`src/rtl/spi_pkg.sv`:
```
// Shared types and defaults for the burst-capable SPI slave sequencer.
// The state encoding fills all eight 3-bit codes.
package spi_pkg;

  typedef enum logic [2:0] {
    ST_GET       = 3'd0,
    ST_GOT       = 3'd1,
    ST_RD_WAIT   = 3'd2,
    ST_RD_LOAD   = 3'd3,
    ST_RD_SHIFT  = 3'd4,
    ST_WR_SHIFT  = 3'd5,
    ST_WR_COMMIT = 3'd6,
    ST_DONE      = 3'd7
  } state_e;

  localparam int DEF_ADDR_W    = 8;
  localparam int DEF_DATA_W    = 8;
  localparam int DEF_MAX_BURST = 4;

  function automatic int max_int(input int a, input int b);
    return (a > b) ? a : b;
  endfunction

endpackage

```
`src/rtl/spi_burst_fsm_if.sv`:
```
// Control/status bundle between the SPI input conditioners and the sequencer.
// The master side drives the frame controls; the slave side is the sequencer.
interface spi_burst_fsm_if #(
  parameter int CNT_W = 3
);
  logic             chipselect;
  logic             readwrite;
  logic             burst;
  logic             shiftRegWriteEnable;
  logic             dataMemWriteEnable;
  logic             addressLatchEnable;
  logic             addrIncEnable;
  logic             misoEnable;
  logic             busy;
  logic             done;
  logic [CNT_W-1:0] wordCount;

  modport master (
    output chipselect, readwrite, burst,
    input  shiftRegWriteEnable, dataMemWriteEnable, addressLatchEnable,
           addrIncEnable, misoEnable, busy, done, wordCount
  );

  modport slave (
    input  chipselect, readwrite, burst,
    output shiftRegWriteEnable, dataMemWriteEnable, addressLatchEnable,
           addrIncEnable, misoEnable, busy, done, wordCount
  );
endinterface

```
`src/rtl/spi_bit_counter.sv`:
```
// Bit counter that wraps to zero on its terminal value.
// last_o flags the final bit of the current phase.
module spi_bit_counter #(
  parameter int W = 3
) (
  input  logic         clk,
  input  logic         rst_n,
  input  logic         clr_i,
  input  logic         en_i,
  input  logic [W-1:0] term_i,
  output logic [W-1:0] cnt_o,
  output logic         last_o
);

  logic [W-1:0] cnt_q;

  assign cnt_o  = cnt_q;
  assign last_o = (cnt_q == term_i);

  // Count enabled bits; wrap on the terminal value so the next phase starts at 0.
  always_ff @(posedge clk or negedge rst_n) begin
    if (!rst_n) begin
      cnt_q <= '0;
    end else if (clr_i) begin
      cnt_q <= '0;
    end else if (en_i) begin
      if (last_o) begin
        cnt_q <= '0;
      end else begin
        cnt_q <= cnt_q + W'(1);
      end
    end else begin
      cnt_q <= cnt_q;
    end
  end

endmodule

```
`src/rtl/spi_burst_fsm.sv`:
```
// SPI slave frame sequencer: address phase, then one or more read/write data words.
// All outputs are registered and reflect the state the last edge was taken from.
module spi_burst_fsm
  import spi_pkg::*;
#(
  parameter int ADDR_W    = DEF_ADDR_W,
  parameter int DATA_W    = DEF_DATA_W,
  parameter int MAX_BURST = DEF_MAX_BURST,
  parameter int CNT_W     = $clog2(MAX_BURST + 1)
) (
  input  logic          sclk,
  input  logic          rst_n,
  spi_burst_fsm_if.slave bus
);

  localparam int BIT_W = $clog2(max_int(ADDR_W, DATA_W));
  localparam logic [BIT_W-1:0] ADDR_LAST = BIT_W'(ADDR_W - 1);
  localparam logic [BIT_W-1:0] DATA_LAST = BIT_W'(DATA_W - 1);
  localparam logic             BURST_OK  = (MAX_BURST > 1) ? 1'b1 : 1'b0;

  state_e           state_q;
  logic [CNT_W-1:0] wc_q;
  logic             burst_mode_q;
  logic             sre_q;
  logic             dme_q;
  logic             ale_q;
  logic             aie_q;
  logic             miso_q;
  logic             busy_q;
  logic             done_q;

  logic             cnt_clr_s;
  logic             cnt_en_s;
  logic [BIT_W-1:0] cnt_term_s;
  logic [BIT_W-1:0] bit_cnt_s;
  logic             last_bit_s;
  logic             more_words_s;

  // Decide which phase the bit counter is timing and its terminal value.
  always_comb begin
    cnt_clr_s  = bus.chipselect;
    cnt_en_s   = 1'b0;
    cnt_term_s = ADDR_LAST;
    case (state_q)
      ST_GET: begin
        cnt_en_s   = 1'b1;
        cnt_term_s = ADDR_LAST;
      end
      ST_RD_SHIFT, ST_WR_SHIFT: begin
        cnt_en_s   = 1'b1;
        cnt_term_s = DATA_LAST;
      end
      ST_GOT, ST_RD_WAIT, ST_RD_LOAD, ST_WR_COMMIT, ST_DONE: begin
        cnt_en_s   = 1'b0;
        cnt_term_s = ADDR_LAST;
      end
      default: begin
        cnt_clr_s  = 1'b1;
      end
    endcase
  end

  spi_bit_counter #(
    .W (BIT_W)
  ) u_bit_cnt (
    .clk    (sclk),
    .rst_n  (rst_n),
    .clr_i  (cnt_clr_s),
    .en_i   (cnt_en_s),
    .term_i (cnt_term_s),
    .cnt_o  (bit_cnt_s),
    .last_o (last_bit_s)
  );

  // wc_q is still the pre-increment count when a word completes.
  assign more_words_s = burst_mode_q &&
                        ((32'(wc_q) + 32'd1) < 32'(MAX_BURST));

  // Frame state machine with registered enables; chipselect aborts everything.
  always_ff @(posedge sclk or negedge rst_n) begin
    if (!rst_n) begin
      state_q      <= ST_GET;
      wc_q         <= '0;
      burst_mode_q <= 1'b0;
      sre_q        <= 1'b0;
      dme_q        <= 1'b0;
      ale_q        <= 1'b0;
      aie_q        <= 1'b0;
      miso_q       <= 1'b0;
      busy_q       <= 1'b0;
      done_q       <= 1'b0;
    end else if (bus.chipselect) begin
      state_q      <= ST_GET;
      wc_q         <= '0;
      burst_mode_q <= 1'b0;
      sre_q        <= 1'b0;
      dme_q        <= 1'b0;
      ale_q        <= 1'b0;
      aie_q        <= 1'b0;
      miso_q       <= 1'b0;
      busy_q       <= 1'b0;
      done_q       <= 1'b0;
    end else begin
      sre_q  <= 1'b0;
      dme_q  <= 1'b0;
      ale_q  <= 1'b0;
      aie_q  <= 1'b0;
      miso_q <= 1'b0;
      busy_q <= 1'b0;
      done_q <= 1'b0;
      case (state_q)
        ST_GET: begin
          if (last_bit_s) begin
            state_q <= ST_GOT;
          end else begin
            state_q <= ST_GET;
          end
        end
        ST_GOT: begin
          ale_q        <= 1'b1;
          busy_q       <= 1'b1;
          burst_mode_q <= bus.burst && BURST_OK;
          state_q      <= bus.readwrite ? ST_RD_WAIT : ST_WR_SHIFT;
        end
        ST_RD_WAIT: begin
          busy_q  <= 1'b1;
          state_q <= ST_RD_LOAD;
        end
        ST_RD_LOAD: begin
          sre_q   <= 1'b1;
          busy_q  <= 1'b1;
          state_q <= ST_RD_SHIFT;
        end
        ST_RD_SHIFT: begin
          miso_q <= 1'b1;
          busy_q <= 1'b1;
          if (last_bit_s) begin
            wc_q <= wc_q + CNT_W'(1);
            if (more_words_s) begin
              aie_q   <= 1'b1;
              state_q <= ST_RD_WAIT;
            end else begin
              state_q <= ST_DONE;
            end
          end else begin
            state_q <= ST_RD_SHIFT;
          end
        end
        ST_WR_SHIFT: begin
          busy_q <= 1'b1;
          if (last_bit_s) begin
            state_q <= ST_WR_COMMIT;
          end else begin
            state_q <= ST_WR_SHIFT;
          end
        end
        ST_WR_COMMIT: begin
          // The increment pulse lands with the write, so memory sees the old address.
          dme_q  <= 1'b1;
          busy_q <= 1'b1;
          wc_q   <= wc_q + CNT_W'(1);
          if (more_words_s) begin
            aie_q   <= 1'b1;
            state_q <= ST_WR_SHIFT;
          end else begin
            state_q <= ST_DONE;
          end
        end
        ST_DONE: begin
          done_q  <= 1'b1;
          state_q <= ST_DONE;
        end
        default: begin
          state_q      <= ST_GET;
          wc_q         <= '0;
          burst_mode_q <= 1'b0;
        end
      endcase
    end
  end

  assign bus.shiftRegWriteEnable = sre_q;
  assign bus.dataMemWriteEnable  = dme_q;
  assign bus.addressLatchEnable  = ale_q;
  assign bus.addrIncEnable       = aie_q;
  assign bus.misoEnable          = miso_q;
  assign bus.busy                = busy_q;
  assign bus.done                = done_q;
  assign bus.wordCount           = wc_q;

endmodule

```
`src/flat_wrapper.sv`:
```
// flat-port wrapper written by rule: the top's interface ports become plain ports
module spi_burst_fsm_flat import spi_pkg::*;
#(
  parameter int ADDR_W    = DEF_ADDR_W,
  parameter int DATA_W    = DEF_DATA_W,
  parameter int MAX_BURST = DEF_MAX_BURST,
  parameter int CNT_W     = $clog2(MAX_BURST + 1)
)
  (sclk, rst_n, bus_chipselect, bus_readwrite, bus_burst, bus_shiftRegWriteEnable, bus_dataMemWriteEnable, bus_addressLatchEnable, bus_addrIncEnable, bus_misoEnable, bus_busy, bus_done, bus_wordCount);
  spi_burst_fsm_if #(.CNT_W(CNT_W)) bus_i ();
  input  logic sclk;
  input  logic rst_n;
  input wire logic [$bits(bus_i.chipselect)-1:0] bus_chipselect;
  input wire logic [$bits(bus_i.readwrite)-1:0] bus_readwrite;
  input wire logic [$bits(bus_i.burst)-1:0] bus_burst;
  output wire logic [$bits(bus_i.shiftRegWriteEnable)-1:0] bus_shiftRegWriteEnable;
  output wire logic [$bits(bus_i.dataMemWriteEnable)-1:0] bus_dataMemWriteEnable;
  output wire logic [$bits(bus_i.addressLatchEnable)-1:0] bus_addressLatchEnable;
  output wire logic [$bits(bus_i.addrIncEnable)-1:0] bus_addrIncEnable;
  output wire logic [$bits(bus_i.misoEnable)-1:0] bus_misoEnable;
  output wire logic [$bits(bus_i.busy)-1:0] bus_busy;
  output wire logic [$bits(bus_i.done)-1:0] bus_done;
  output wire logic [$bits(bus_i.wordCount)-1:0] bus_wordCount;
  assign bus_i.chipselect = bus_chipselect;
  assign bus_i.readwrite = bus_readwrite;
  assign bus_i.burst = bus_burst;
  assign bus_shiftRegWriteEnable = bus_i.shiftRegWriteEnable;
  assign bus_dataMemWriteEnable = bus_i.dataMemWriteEnable;
  assign bus_addressLatchEnable = bus_i.addressLatchEnable;
  assign bus_addrIncEnable = bus_i.addrIncEnable;
  assign bus_misoEnable = bus_i.misoEnable;
  assign bus_busy = bus_i.busy;
  assign bus_done = bus_i.done;
  assign bus_wordCount = bus_i.wordCount;
  spi_burst_fsm #(.ADDR_W(ADDR_W), .DATA_W(DATA_W), .MAX_BURST(MAX_BURST), .CNT_W(CNT_W)) u_core (.sclk(sclk), .rst_n(rst_n), .bus(bus_i));
endmodule
```
`config.mk`:
```
export PLATFORM = sky130hd
export DESIGN_NAME = spi_burst_fsm_flat
export DESIGN_NICKNAME = d
export VERILOG_FILES = /design/src/rtl/spi_pkg.sv /design/src/rtl/spi_burst_fsm_if.sv /design/src/rtl/spi_bit_counter.sv /design/src/rtl/spi_burst_fsm.sv /design/src/flat_wrapper.sv
export SDC_FILE = /design/constraint.sdc
export NUM_CORES = 1
export LEC_CHECK = 0
export ABC_AREA = 1
export BUFFER_PORTS_ARGS = -buffer_cell sky130_fd_sc_hd__buf_2
export CAP_MARGIN = 40
export CORE_MARGIN = 10
export CORE_UTILIZATION = 47
export CTS_CLUSTER_DIAMETER = 80
export CTS_CLUSTER_SIZE = 12
export DETAILED_ROUTE_END_ITERATION = 6
export GPL_TIMING_DRIVEN = 1
export PLACE_DENSITY = 0.72
export SKIP_LAST_GASP = 1
export SLEW_MARGIN = 0
export SYNTH_ARGS = -nofsm -noshare
export SYNTH_HDL_FRONTEND = slang
export SYNTH_SLANG_ARGS = --single-unit
```
`constraint.sdc`:
```
create_clock -name sclk -period 1.3 [get_ports sclk]
set_input_delay 0.195 -clock sclk [delete_from_list [all_inputs] [get_ports sclk]]
set_output_delay 0.195 -clock sclk [all_outputs]
set_load 0.05 [all_outputs]
```
==> metrics.md <==
| Metric | Value |
|---|---|
| Flops & latches, synth | 17 |
| Leakage Power | 0.535 nW |
| Clock-pin slew on the worst setup and hold paths | 100 ps |
| Post-synthesis async set-or-reset flop share | 1.00 |
| Crit end category | register |
| Iter 0 DRT Violations | 14 |
| Vias in the first global route | 693 |
| Row cnt | 15 |
| CP max FO | 4 |
| Pwr dens | 1490 nW/µm² |
| Die width | 62.4 µm |
| Antenna Violating Nets Remaining | 0 |
| Sinks on Clock Net | 17 |
| CP Class | reg2reg |
| Reg2reg path depth | 7 |
| Htree depth | 1 |
| CORE AREA | 1710 µm² |
| Syn avg cell area | 8.63 µm² |
| Iteration count of the initial detailed-routing pass | 2 |
| Grt total ovfl | 0 |
| Detail Placement HPWL | 1320 µm |
| Total number of yosys warnings | 0 |
| Post-synth EDFFs | 0 |
| Max Cap Viol | 0 |
| Cell variety after synth | 21 |
| Final #Nets | 129 |
| Cells after DPL | 139 |
| Slew margin rel. | 0.741 |
| WHS Path Cells | 3 |
| Ant diodes | 0 |
| Drt wl/cell | 12.4 µm |
| First-pass GRT wire length | 3110 µm |
| Area grow syn2layout | 23.7% |
| Ports | 15 |
| Post-synth net total | 106 |
| TritonCTS clock tree | yes |
| DRC | 0 |
| Final setup fails | 0 |
| Commonest non-fill, non-tap cell in the layout | nand2_1 |
| Seq/Total Area, Yosys | 0.503 |
| DR vias/cell | 4.83 |
| Total die area | 3900 µm² |
| Worst clock skew | 3.63 ps |
| Reg-to-reg slack, setup | 30 ps |
| GP Congestion | 0.796 |
| Worst-case clock buffer depth | 2 |
| Crit start category | register |
| Die height | 62.4 µm |
| Power Total | 1.55 mW |
| Critical R2R Launch | u_core.u_bit_cnt.cnt_o[0] |
| TritonCTS Buffers | 3 |
| Largest net degree at the start of global routing | 18 |
| Max Slew Vio Count | 0 |
| Worst-Skew Late Latency | 300 ps |
| Max VDD drop | 805 µV |
| Hold Fails Final Rpt | 0 |
| Most used flip-flop cell after synthesis | dfrtp_1 |
| Crit Reg-Reg Endpoint | u_core.bus.wordCount[0] |
| Status | complete, no violations |
| CP peak stage delay | 370 ps |
| Syn Inst Count | 98 |
| Worst setup startpoint | u_core.u_bit_cnt.cnt_o[0] |
| Mapped cell area | 846 µm² |
| Max Freq | 786 MHz |
| Total number of vias | 700 |
| Slowest CP cell | dfrtp_1 |
| Post-route insts no fill | 145 |
| End point of the critical path | u_core.bus.wordCount[0] |
| Root Driver | clkbuf_4 |
| RSZ-0062 raised after global routing | yes |
| Most frequent cells in the layout | 19 x nand2_1, 14 x dfrtp_1, 13 x buf_2 |
| Worst-Margin Slew | 389 ps |
| Initial antenna violation count | 0 |
| Hold Crit Class | in2reg |
| Crit path DAT | 1470 ps |
| I/O Buffers | 14 |
| CP required | 1500 ps |
| Ratio of cells with drive above 1 in the final layout | 0.375 |
| GRT Total Usage | 0.0978 |
| Tmin final | 1270 ps |
| Final wirelength | 1790 µm |
| Initial cell density of the core | 0.495 |
| Post-route clock period utilization | 0.978 |
| CP Cell Sequence | ha_2 -> ha_4 -> inv_4 -> o21ai_4 -> nor2_4 -> nand2_2 -> o21ai_2 |
-- critical path, delay by kind of cell (launching register included) --
kind            cells  cell delay, ps
simple gates        2             130
buf+inv             1              40
flops               1             370
compound gates      2             280
fa+ha+maj           2             340
-- kinds of logic after synthesis --
| logic type | count (synthesis) | synth area share |
|---|---|---|
| AND/OR/NAND/NOR | 52 | 0.290 |
| flip-flops | 17 | 0.503 |
| AO/OA/AOI/OAI | 13 | 0.0991 |
| buffers and inverters | 13 | 0.0636 |
| adder cells (fa/ha/maj) | 3 | 0.0444 |
-- through the flow --
| step | instance area, µm² | utilization | setup TNS [ps] | setup WS [ps] | hold slack (ps) |
|---|---|---|---|---|---|
| after global placement | 967 | 0.566 | -59.4 | -34.4 | 133 |
| after detailed placement | 967 | 0.566 | -224 | -64.2 | 134 |
| after CTS | 1030 | 0.603 | 0 | 7.41 | 124 |
| final | 1050 | 0.612 | 0 | 28.2 | 118 |
| after floorplan | 848 | - | 0 | 2.01 | -101 |
| after global routing | 1050 | 0.612 | -270 | -54.2 | 139 |
-- cell usage after synthesis (3+ instances only) --
cell type / n / area (µm²)
ha_1: 3 / 37.5
a21oi_1: 3 / 15.0
nand2_1: 20 / 75.1
inv_2: 4 / 15.0
nand3_1: 6 / 30.0
o21ai_1: 6 / 30.0
inv_1: 7 / 26.3
nand2_2: 3 / 18.8
nor2_2: 3 / 18.8
nor2_1: 11 / 41.3
nor3_1: 4 / 20.0
dfrtp_1: 17 / 425
-- layer usage --
metal / global-route usage / wire [µm] / share of wire
met4: 0.0503 / 38 / 0.021
met3: 0.0430 / 107 / 0.060
met2: 0.146 / 803 / 0.45
met1: 0.116 / 843 / 0.47
met5: 0 / 0 / 0
-- cell type report --
cell class | count | area [µm²]
fillers | 148 | 662
clock inverters | 1 | 5.00
repair buffers | 20 | 120
well taps | 25 | 31.3
multi-input cells | 68 | 394
clock buffers | 3 | 22.5
inverters | 11 | 43.8
flip-flops and latches | 17 | 429
-- report_power, final --
group | internal [mW] | switching (mW)
Sequential | 0.616 | 0.0807
Clock | 0.115 | 0.180
Combinational | 0.205 | 0.359
-- flip-flops by register name (all words and copies together) (netlist names) --
name,cells
u_core.bus.addressLatchEnable,1
u_core.u_bit_cnt.cnt_o,3
u_core.state_q,3
u_core.bus.busy,1
u_core.bus.shiftRegWriteEnable,1
u_core.bus.done,1
u_core.bus.wordCount,3
u_core.burst_mode_q,1
u_core.bus.addrIncEnable,1
u_core.bus.misoEnable,1
u_core.bus.dataMemWriteEnable,1
-- how the worst min path moves through the flow --
stage	from	end	slack (ps)
floorplan	rst_n	u_core.burst_mode_q	-100
global placement	rst_n	u_core.bus.addrIncEnable	130
detailed placement	rst_n	u_core.bus.addrIncEnable	130
CTS	bus_burst	u_core.burst_mode_q	120
global route	bus_burst	u_core.burst_mode_q	140
finish	bus_burst	u_core.burst_mode_q	120
-- what timing repair did --
item | CTS | global route
pin swaps | 4 | 6
setup buffers | 1 | 0
gates cloned | 0 | 0
hold buffers | 1 | 0
endpoints found under the hold margin | 17 | 0
gates resized for setup | 5 | 6
setup endpoints to repair | 7 | 8
(Power assumes the default switching activity.)
